`src/rtl/mem_access_stage.sv`:
```
// MEM-stage data-memory controller: load/store -> req/ack transaction, stalls until done.
// Optional misaligned-access trap enabled by defining MEM_MISALIGN_TRAP_EN.
module mem_access_stage #(
   parameter int unsigned MAX_WAIT = 15,
   parameter int unsigned CNT_W    = 4
) (
   input  logic        CLK,
   input  logic        RST,
   input  logic        EX_MEM_READ,
   input  logic        EX_MEM_WRITE,
   input  logic [2:0]  EX_FUNC3,
   input  logic [31:0] EX_ADDR,
   input  logic [31:0] EX_STORE_DATA,
   output logic        MEM_STALL,
   output logic        DMEM_REQ,
   output logic        DMEM_WE,
   output logic [31:0] DMEM_ADDR,
   output logic [31:0] DMEM_WDATA,
   output logic [3:0]  DMEM_BE,
   input  logic [31:0] DMEM_RDATA,
   input  logic        DMEM_ACK,
   output logic [31:0] MEM_DATA_OUT,
   output logic        MEM_FAULT,
   output logic        MEM_MISALIGN
);

   typedef enum logic [1:0] {IDLE, REQ, DONE} state_t;
   typedef enum logic [1:0] {SZ_B, SZ_H, SZ_W} size_t;

   state_t           state;
   logic [CNT_W-1:0] wait_cnt;
   logic [1:0]       off_q;
   size_t            size_q;
   logic             load_q;

   logic             access;
   logic [1:0]       off;
   size_t            size;
   logic [3:0]       be;
   logic [31:0]      wdata;
   logic             misalign;
   logic             timeout;
   logic [31:0]      load_data;

   // Undefined FUNC3 encodings (011, 110, 111) fall into the word case.
   always_comb begin
      access = EX_MEM_READ | EX_MEM_WRITE;
      off    = EX_ADDR[1:0];
      size   = SZ_W;
      be     = 4'b1111;
      wdata  = EX_STORE_DATA;
      unique case (EX_FUNC3[1:0])
         2'b00: begin
            size  = SZ_B;
            be    = 4'b0001 << off;
            wdata = {4{EX_STORE_DATA[7:0]}};
         end
         2'b01: begin
            size  = SZ_H;
            be    = off[1] ? 4'b1100 : 4'b0011;
            wdata = {2{EX_STORE_DATA[15:0]}};
         end
         default: begin
            size  = SZ_W;
            be    = 4'b1111;
            wdata = EX_STORE_DATA;
         end
      endcase
   end

`ifdef MEM_MISALIGN_TRAP_EN
   assign misalign = ((size == SZ_H) && off[0]) || ((size == SZ_W) && (off != 2'b00));
`else
   assign misalign = 1'b0;
`endif

   assign timeout = (MAX_WAIT != 0) && (wait_cnt == CNT_W'(MAX_WAIT - 1));

   always_comb begin
      load_data = DMEM_RDATA;
      unique case (size_q)
         SZ_B:    load_data = {24'b0, DMEM_RDATA[{off_q, 3'b000} +: 8]};
         SZ_H:    load_data = off_q[1] ? {16'b0, DMEM_RDATA[31:16]} : {16'b0, DMEM_RDATA[15:0]};
         default: load_data = DMEM_RDATA;
      endcase
   end

   assign MEM_STALL = (state == REQ) || ((state == IDLE) && access);

   always_ff @(posedge CLK) begin
      if (RST) begin
         state        <= IDLE;
         wait_cnt     <= '0;
         off_q        <= '0;
         size_q       <= SZ_B;
         load_q       <= 1'b0;
         DMEM_REQ     <= 1'b0;
         DMEM_WE      <= 1'b0;
         DMEM_ADDR    <= '0;
         DMEM_WDATA   <= '0;
         DMEM_BE      <= '0;
         MEM_DATA_OUT <= '0;
         MEM_FAULT    <= 1'b0;
         MEM_MISALIGN <= 1'b0;
      end else begin
         MEM_FAULT    <= 1'b0;
         MEM_MISALIGN <= 1'b0;
         unique case (state)
            IDLE: begin
               if (access) begin
                  off_q  <= off;
                  size_q <= size;
                  load_q <= ~EX_MEM_WRITE;
                  if (misalign) begin
                     state        <= DONE;
                     MEM_MISALIGN <= 1'b1;
                     if (!EX_MEM_WRITE) MEM_DATA_OUT <= '0;
                  end else begin
                     state      <= REQ;
                     DMEM_REQ   <= 1'b1;
                     DMEM_WE    <= EX_MEM_WRITE;
                     DMEM_ADDR  <= {EX_ADDR[31:2], 2'b00};
                     DMEM_WDATA <= wdata;
                     DMEM_BE    <= be;
                     wait_cnt   <= '0;
                  end
               end
            end
            REQ: begin
               wait_cnt <= wait_cnt + CNT_W'(1);
               // Ack takes priority over a timeout landing in the same cycle.
               if (DMEM_ACK) begin
                  DMEM_REQ <= 1'b0;
                  DMEM_WE  <= 1'b0;
                  if (load_q) MEM_DATA_OUT <= load_data;
                  state    <= DONE;
               end else if (timeout) begin
                  DMEM_REQ  <= 1'b0;
                  DMEM_WE   <= 1'b0;
                  if (load_q) MEM_DATA_OUT <= '0;
                  MEM_FAULT <= 1'b1;
                  state     <= DONE;
               end
            end
            DONE:    state <= IDLE;
            default: state <= IDLE;
         endcase
      end
   end

endmodule

```
`config.mk`:
```
export PLATFORM = sky130hd
export DESIGN_NAME = mem_access_stage
export DESIGN_NICKNAME = d
export VERILOG_FILES = /design/src/rtl/mem_access_stage.sv
export SDC_FILE = /design/constraint.sdc
export NUM_CORES = 1
export LEC_CHECK = 0
export ABC_AREA = 1
export CORE_UTILIZATION = 47
export CTS_BUF_LIST = sky130_fd_sc_hd__clkbuf_4 sky130_fd_sc_hd__clkbuf_8
export CTS_CLUSTER_SIZE = 30
export DETAILED_ROUTE_END_ITERATION = 7
export PLACE_DENSITY = 0.88
export SETUP_SLACK_MARGIN = 0.2
export SYNTH_ARGS = -nofsm -noshare
export SYNTH_HDL_FRONTEND = slang
export SYNTH_SLANG_ARGS = --single-unit
```
`constraint.sdc`:
```
create_clock -name CLK -period 2.01 [get_ports CLK]
set_clock_uncertainty 0.05 [all_clocks]
set_input_delay 0.5025 -clock CLK [delete_from_list [all_inputs] [get_ports CLK]]
set_output_delay 0.5025 -clock CLK [all_outputs]
set_load 0.1 [all_outputs]
```
; ---- After elaboration in Yosys (flattened, before gate mapping)
; Cells that the tools add are included.
[word_totals]
in_bits = 104
n_memories = 0
register_bits = 112
latch_bits = 0
out_inout_bits = 105
romBits = 0
ramBits = 0
[classes]
n_addsub = 1
reduce_logical = 13
order_cmp = 0
div_mod_pow = 0
eq_ne = 6
shift = 2
mul = 0
bitwise_logic = 3
n_mux = 23
[ops]
columns = op, count
row1 = 2-to-1 mux 32 bit, 4
row2 = one-hot mux 32 bit (2 select lines), 2
row3 = indexed part select 32 x 6 -> 8 bit, 1
row4 = 2-to-1 mux 16 bit, 1
row5 = one-hot mux 4 bit (2 select lines), 2
row6 = 2-to-1 mux 4 bit, 2
row7 = one-hot mux 2 bit (2 select lines), 2
row8 = equality test 2 x 1 -> 1 bit (second input constant), 3
row9 = logical NOT 2 bit, 3
row10 = 2-to-1 mux 2 bit, 3
row11 = AND reduction 2 bit, 3
row12 = AND reduction 3 bit, 2
row13 = 2-to-1 mux 1 bit, 5
row14 = adder 4 x 1 -> 4 bit (second input constant), 1
row15 = equality test 4 bit (second input constant), 1
row16 = one-hot mux 1 bit (2 select lines), 2
row17 = nonzero test 2 bit, 2
row18 = << shifter 1 x 2 -> 4 bit (first input constant), 1
row19 = inequality test 3 bit (second input constant), 1
row20 = OR reduction 3 bit, 1
row21 = inequality test 2 bit (second input constant), 1
row22 = inverter 1 bit, 2
row23 = logical AND 1 bit, 1
row24 = logical OR 1 bit, 1
row25 = bitwise OR 1 bit, 1

; ---- Logic depth before layout (Yosys ltp)
; Gate-level depths: netlist of the first run.
[depth]
depth_word = 4
ltp_mapped = 9
mapped_depth_nobuf = 9

; ---- Worst setup path before layout of the first run
; OpenSTA, ideal clock, no wires.
[synth_path]
path_type = input to output
startpoint = in EX_MEM_WRITE
endpoint = out MEM_STALL
stages = 4
arrival_ns = 1.401
required_time_ns = 1.457
slack_ns = 0.056
cell_sequence = inv_1 -> nand2_1 -> nand2_2 -> nand2_1
[synth_via]
elab_chain_len = 3
[synth_rtl]
columns = element, line_no
row1 = from (decl), 10  ; input logic EX_MEM_WRITE,
row2 = bitwise OR 1 bit, 47  ; access = EX_MEM_READ | EX_MEM_WRITE;
row3 = logical AND 1 bit, 88  ; assign MEM_STALL = (state == REQ) || ((state == IDLE) && access);
row4 = logical OR 1 bit, 88
row5 = to (decl), 14  ; output logic MEM_STALL,
; No other way between the ends.

; ---- Worst setup path in the final report of the first run
[layout_path]
startpoint = reg state[0]
endpoint = out MEM_STALL
[layout_via]
elab_chain_len = 3
word_cells_on_any_way = 4
classes_between = 1 x eq/ne / 3 x reduce/logical
[layout_rtl]
columns = element, line_no
row1 = from (decl), 30  ; state_t state;
row2 = from (signal assigned), 92  ; state <= IDLE;
row3 = from (signal assigned), 115  ; state <= DONE;
row4 = from (signal assigned), 119  ; state <= REQ;
row5 = logical NOT 2 bit, 88
row6 = logical AND 1 bit, 88
row7 = logical OR 1 bit (*), 88
; Every way passes the cells marked *; elsewhere a longest branch is shown, timed or not.

==> load_flow_metrics.sql, run 1 <==
INSERT INTO impl_metrics (metric_group, metric, value, unit) VALUES
('timing', 'timing_max_transition_violations_final', '0', ''),
('yosys', 'yosys_top_cell_by_area', 'dfxtp_1', ''),
('critical_path', 'rr_endpoint', 'DMEM_ADDR[25]', ''),
('floorplan', 'top_level_ports', '209', ''),
('route', 'drt_wl_total', '18000', 'um'),
('route', 'drt_first_pass_iters', '5', ''),
('timing', 'setup_viol', '0', ''),
('route', 'routed_length_on_met3', '1590', 'um'),
('timing', 'report.final.hold_viol_count', '0', ''),
('clock_tree', 'cts_buffer_depth', '2', ''),
('critical_path', 'category_of_the_worst_setup_path_launch_point', 'flop', ''),
('timing', 'timing.final.crit_period', '1.78', 'ns'),
('critical_path', 'critPathMaxFanout', '6', ''),
('final_layout', 'finish.net_count', '986', ''),
('yosys', 'netlist-cell-type-count', '30', ''),
('placed_design', 'place_congestion', '0.930', ''),
('critical_path', 'end_kind', 'output pin', ''),
('critical_path', 'setup.worst_path.class', 'flop to output pin', ''),
('yosys', 'yosys.area.top_type_share', '0.466', ''),
('timing', 'max_freq', '0.561', 'GHz'),
('critical_path', 'rr_worst_depth', '7', ''),
('timing', 'maxSlewHeadroom', '0.615', ''),
('yosys', 'synth.yosys.seq_area_share', '0.466', ''),
('critical_path', 'critical_path.max_stage_delay', '0.43', 'ns'),
('critical_path', 'r2r_slack', '0.36', 'ns'),
('power', 'p_leak', '3.47', 'nW'),
('clock_tree', 'cts.reportedPaths.clkPinSlew', '0.12', 'ns'),
('power', 'power_per_cell_area', '792', 'mW/mm^2'),
('yosys', 'syn-cell-area', '0.00482', 'sq mm'),
('route', 'ant_nets', '0', ''),
('yosys', 'synthesis.area_per_instance', '7.08', 'sq um'),
('clock_tree', 'number_of_buffers_created_by_cts', '9', ''),
('route', 'wl_per_cell', '17.7', 'um'),
('route', 'dr_wl_met2', '9240', 'um'),
('floorplan', 'die_width', '103', 'um'),
('yosys', 'synthArstFlopShare', '0', ''),
('critical_path', 'required_time_of_the_critical_path', '1.46', 'ns'),
('timing', 'timing.hold.ws', '0.459', 'ns'),
('floorplan', 'start_util', '0.488', ''),
('global_route', 'overflow', '0', ''),
('route', 'met1Wirelength', '5900', 'um'),
('placed_design', 'dp.final_hpwl', '12900', 'um'),
('hold_path', 'holdCritPathClass', 'flop to flop', ''),
('run_status', 'run_status', 'completed', ''),
('yosys', 'synth.most_common_cell', 'nand2_1', ''),
('global_route', 'maximum_number_of_pins_on_one_net_before_global_route_repair', '49', ''),
('final_layout', 'final_cell_count_no_fill', '1018', ''),
('clock_tree', 'cts_tree', 'built', ''),
('placed_design', 'numPlacedInstances', '994', ''),
('flow_run', 'max-cap-violations', '0', ''),
('route', 'route.top_layer_used', 'met4', ''),
('floorplan', 'die_height', '103', 'um'),
('final_layout', 'antennaDiodeCount', '0', ''),
('timing', 'setup-tns-final', '0', 'ns'),
('global_route', 'number_of_antenna_violations_at_the_first_check_in_global_routing', '0', ''),
('clock_tree', 'clk_latency', '0.37', 'ns'),
('power', 'irDropWorstVdd', '0.455', 'mV'),
('yosys', 'yosys_warnings', '0', ''),
('critical_path', 'critical-path-top-cell-by-count', 'nand2_4', ''),
('floorplan', 'design.core.area', '0.00986', 'sq mm'),
('final_layout', 'layout_cells_sized_above_1', '0.188', ''),
('yosys', 'flop_and_latch_count_out_of_synthesis', '112', ''),
('critical_path', 'cp_cell_sequence', 'nand2_4, nand2_4, buf_12', ''),
('critical_path', 'slowest_stage', 'dfxtp_1', ''),
('critical_path', 'startpoint_of_the_most_critical_register_to_register_path', 'state[0]', ''),
('yosys', 'synth.cells.most_frequent', '219 x nand2_1, 112 x dfxtp_1, 79 x a21oi_1', ''),
('yosys', 'synth.top_cells.by_area', 'dfxtp_1 47%, nand2_1 17%, a21oi_1 8.2%, o21ai_0 6.2%, nor2_1 5.4%', ''),
('power', 'report.power.total', '6.57', 'mW'),
('route', 'routed-via-count', '5638', ''),
('final_layout', 'syn_to_final_growth', '72.3', '%'),
('clock_tree', 'clock_sink_count', '112', '');
[kinds of logic (layout without fill, tap and decap cells)]
| family | count (synthesis) | after routing | share of synthesized area |
|---|---|---|---|
| and+or+nand+nor | 324 | 324 | 0.277 |
| AOI/OAI and AO/OA | 160 | 160 | 0.175 |
| DFF | 112 | 112 | 0.466 |
| buffers and inverters | 80 | 283 | 0.0743 |
| adders and majority gates | 2 | 2 | 0.00520 |
| other | 1 | 3 | 0.000779 |
| xor gates and xnor gates | 1 | 1 | 0.00182 |
[how the worst min path moves through the flow]
stage	to	depth (start not counted)	start	slack, ns
after floorplan	wait_cnt[3]	2	wait_cnt[3]	0.41
after global placement	wait_cnt[3]	2	wait_cnt[3]	0.42
after detailed placement	wait_cnt[3]	2	wait_cnt[3]	0.44
after CTS	DMEM_WDATA[30]	2	DMEM_WDATA[30]	0.46
after global routing	DMEM_WDATA[2]	2	DMEM_WDATA[2]	0.48
final	DMEM_WDATA[30]	2	DMEM_WDATA[30]	0.46
[critical path, delay by kind of cell, from the launching register on]
kind / cells / cell delay, ns
buffers and inverters: 1 / 0.17
DFF: 1 / 0.43
and+or+nand+nor: 2 / 0.25
[power by group]
| group | total [mW] | switching [mW] | internal [mW] |
|---|---|---|---|
| combinational | 2.64 | 1.70 | 0.945 |
| sequential | 2.56 | 0.180 | 2.38 |
| clock | 1.37 | 0.826 | 0.543 |
| total | 6.57 | 2.70 | 3.87 |
[state kept, by name, indices dropped and copies added, names as in the netlist]
signal	cells
DMEM_ADDR	30
DMEM_BE	4
DMEM_REQ	1
DMEM_WDATA	32
DMEM_WE	1
MEM_DATA_OUT	32
MEM_FAULT	1
load_q	1
off_q	2
size_q	2
state	2
wait_cnt	4
[per-layer routing]
metal	up-vias	global-route usage
met5	-	0
li1	2601	-
met2	349	0.613
met3	112	0.0847
met4	0	0.234
met1	2576	0.346
[per-stage QoR]
stage                     utilization  instance area, sq um  worst slack [ns]
after CTS                       0.839                  8280             0.237
after floorplan                     -                  4830             0.341
after detailed placement        0.813                  8020           -0.0857
final                           0.841                  8300             0.227
after global placement          0.813                  8020          -0.00104
after global routing            0.841                  8300             0.185
[cells in the final DEF (no fill, tap or decap), types with 2 or more instances in the layout]
| master | n |
|---|---|
| ha_1 | 2 |
| nor2_2 | 2 |
| nand3_1 | 10 |
| a211oi_1 | 3 |
| nor2_1 | 67 |
| clkdlybuf4s50_1 | 99 |
| conb_1 | 3 |
| inv_1 | 30 |
| clkinv_4 | 2 |
| o211ai_1 | 8 |
| inv_6 | 2 |
| a31oi_1 | 8 |
| buf_4 | 25 |
| clkbuf_8 | 11 |
| nand2_1 | 217 |
| o21ai_0 | 60 |
| dfxtp_1 | 110 |
| inv_2 | 3 |
| a21oi_1 | 78 |
| nand4_1 | 16 |
| nand2_4 | 4 |
| nor2_8 | 2 |
| dlygate4sd2_1 | 2 |
| buf_12 | 105 |
| dfxtp_2 | 2 |
| nand2_2 | 2 |
[timing repair]
action,4_1_cts,5_1_grt
setup endpoints to repair,1,11
gates cloned,0,0
setup buffers,8,0
pin swaps,2,1
gates resized for setup,3,9
hold buffers,0,0
[cell type report]
type / count / area [sq um]
Fill cell: 514 / 1570
Sequential cell: 112 / 2240
Timing Repair Buffer: 233 / 3310
Clock buffer: 11 / 151
Tap cell: 133 / 166
Multi-Input combinational cell: 490 / 2250
Clock inverter: 5 / 46.3
Inverter: 34 / 128
(Power assumes the default switching activity.)
==> inputs of run 2 (changes only) <==
CAP_MARGIN = 20   (was not set)
CTS_CLUSTER_SIZE = 24   (was 30)
==> results of run 2 <==
Final layout, timing and power as in run 1 (identical DEF).
==> inputs of run 3 (changes only) <==
clock period = 2.2 ns   (was 2.01 ns; I/O delays follow)
==> load_flow_metrics.sql, run 3 (same netlist as run 1, synthesis figures left out) <==
INSERT INTO impl_metrics (metric_group, metric, value, unit) VALUES
('run_status', 'run_status', 'completed', ''),
('global_route', 'met2_track_utilization_from_global_routing', '0.482', ''),
('route', 'wl_per_cell', '14.2', 'um'),
('clock_tree', 'cts_buffer_depth', '2', ''),
('timing', 'worst-slew-pin-transition', '0.748', 'ns'),
('final_layout', 'layout_commonest_cell', 'nand2_1', ''),
('clock_tree', 'number_of_buffers_created_by_cts', '9', ''),
('final_layout', 'final_cell_count_no_fill', '1007', ''),
('global_route', 'groute.usage.overall', '0.270', ''),
('power', 'switch_share', '0.416', ''),
('final_layout', 'post-route-cell-area', '0.00696', 'sq mm'),
('global_route', 'maximum_number_of_pins_on_one_net_before_global_route_repair', '69', ''),
('route', 'starting_drc_count_in_detailed_routing', '278', ''),
('placed_design', 'dp.final_hpwl', '10700', 'um'),
('clock_tree', 'clock_sink_count', '112', ''),
('critical_path', 'end_kind', 'output pin', ''),
('global_route', 'overflow', '0', ''),
('flow_run', 'max-cap-violations', '0', ''),
('route', 'routed_via_density', '5.14', ''),
('placed_design', 'numPlacedInstances', '990', ''),
('final_layout', 'multiInputGateArea', '0.00224', 'sq mm'),
('timing', 'maxSlewHeadroom', '0.501', ''),
('power', 'irDropWorstVdd', '0.496', 'mV'),
('clock_tree', 'cts_tree', 'built', ''),
('clock_tree', 'post_cts_hold_buffer_count', '0', ''),
('route', 'drt_wl_total', '14300', 'um'),
('final_layout', 'layout_cells_sized_above_1', '0.172', ''),
('hold_path', 'holdCritPathClass', 'flop to flop', ''),
('floorplan', 'rows', '36', ''),
('critical_path', 'setup.worst_path.class', 'input port to output pin', ''),
('clock_tree', 'cts.htree.levels', '3', ''),
('final_layout', 'layout_common_cells', '217 x nand2_1, 117 x buf_4, 112 x dfxtp_1', ''),
('placed_design', 'post_dp_cell_area', '0.00671', 'sq mm'),
('clock_tree', 'cts.reportedPaths.clkPinSlew', '0.11', 'ns'),
('power', 'share_seq_of_total_power', '0.405', ''),
('final_layout', 'fill_cells', '811', ''),
('final_layout', 'seq_area', '0.00224', 'sq mm'),
('power', 'p_sw', '2.32', 'mW'),
('timing', 'timing_max_transition_violations_final', '0', ''),
('floorplan', 'top_level_ports', '209', ''),
('clock_tree', 'clock-root-buffer', 'clkbuf_8', ''),
('global_route', 'global_route_hottest_layer', 'met2', ''),
('power', 'power.share.combinational', '0.360', ''),
('critical_path', 'category_of_the_worst_setup_path_launch_point', 'input port', ''),
('floorplan', 'design.core.area', '0.00986', 'sq mm'),
('route', 'ant_nets', '0', ''),
('global_route', 'number_of_antenna_violations_at_the_first_check_in_global_routing', '0', ''),
('power', 'intPower', '3.26', 'mW'),
('route', 'routed-via-count', '5173', ''),
('global_route', 'grt_util_met1', '0.312', ''),
('final_layout', 'finish.net_count', '975', ''),
('route', 'drt_first_pass_iters', '5', ''),
('final_layout', 'antennaDiodeCount', '0', ''),
('power', 'power_per_cell_area', '803', 'mW/mm^2'),
('timing', 'timing.hold.ws', '0.417', 'ns'),
('timing', 'setup_viol', '0', ''),
('floorplan', 'die_ar', '0.0107', 'sq mm'),
('final_layout', 'syn_to_final_growth', '44.4', '%'),
('placed_design', 'port_buffers', '204', ''),
('floorplan', 'start_util', '0.488', ''),
('global_route', 'grt_first_pass_wirelength', '22500', 'um'),
('route', 'detailed_route_drc_error_count', '0', ''),
('power', 'clkPwrFrac', '0.236', ''),
('critical_path', 'required_time_of_the_critical_path', '1.60', 'ns'),
('critical_path', 'critical_path_arrival', '1.23', 'ns'),
('global_route', 'first_global_vias', '4800', ''),
('timing', 'period_share', '0.833', ''),
('power', 'p_leak', '3.09', 'nW'),
('placed_design', 'place_congestion', '0.905', ''),
('timing', 'report.final.hold_viol_count', '0', ''),
('floorplan', 'die_height', '103', 'um'),
('final_layout', 'largest_registers', 'DMEM_WDATA (32), MEM_DATA_OUT (32), DMEM_ADDR (30)', ''),
('critical_path', 'critPathMaxFanout', '2', ''),
('timing', 'rsz_0062_raised_after_global_routing', 'no', ''),
('floorplan', 'die_width', '103', 'um'),
('timing', 'timing.final.crit_period', '1.83', 'ns'),
('timing', 'setup-tns-final', '0', 'ns'),
('global_route', 'use_met3', '0.0565', ''),
('clock_tree', 'clk_latency', '0.36', 'ns'),
('timing', 'max_freq', '0.546', 'GHz');
## run 3: cell count changes in the layout (fill, tap and decap cells not counted), sizes merged
cell      change
buf          -11
bufinv        +1
inv           -1
clkinv        +1
clkbuf        -2
clkinvlp      +1
## run 3: through the flow
step,util,setup slack [ns],power [mW]
finish,0.705,0.368,5.58
CTS,0.705,0.380,5.62
detailed placement,0.680,0.0682,4.30
global placement,0.680,0.0730,4.26
global route,0.705,0.315,5.81
floorplan,-,0.436,3.74
## run 3: layer usage
metal | vias up | share of wire | wire [um]
met5 | - | 0 | 0
met4 | 0 | 0.033 | 472
met3 | 39 | 0.069 | 982
met2 | 204 | 0.51 | 7280
met1 | 2344 | 0.39 | 5590
li1 | 2586 | - | -
## run 3: final cells by class
cell class,instances,share of cell area
Sequential cell,112,0.322
Inverter,34,0.0183
Clock buffer,9,0.0178
Multi-Input combinational cell,490,0.322
Clock inverter,7,0.0146
Timing Repair Buffer,222,0.281
Tap cell,133,0.0239
## run 3: path summary, 6_finish.rpt
kind / from / to / slack [ns] / depth (start not counted)
setup / recovery: EX_MEM_WRITE / MEM_STALL / 0.37 / 6
hold / removal: DMEM_WE / DMEM_WE / 0.42 / 2
setup reg to reg: size_q[1] / MEM_DATA_OUT[4] / 0.51 / 5
hold reg to reg: DMEM_WE / DMEM_WE / 0.42 / 2
## run 3: what timing repair did
action | in CTS | in global routing
setup buffers | 1 | 0
cloned | 0 | 0
pin swaps | 1 | 0
setup endpoints to repair | 1 | 1
gates resized for setup | 5 | 1
## run 3: power by group through the flow
stage          Clock, mW  Sequential (mW)  Combinational (mW)
2_1_floorplan          0             3.22               0.514
3_3_place_gp           0             2.29                1.97
3_5_place_dp           0             2.30                2.00
4_1_cts             1.35             2.26                2.01
5_1_grt             1.41             2.28                2.11
6_report            1.32             2.26                2.01
## run 3: worst max-delay path, cell delays in order
cell and delay [ns]:
dlygate4sd2_1 0.23, inv_1 0.07, nand2_2 0.07, nand2_4 0.07
nand2_4 0.06, buf_12 0.17
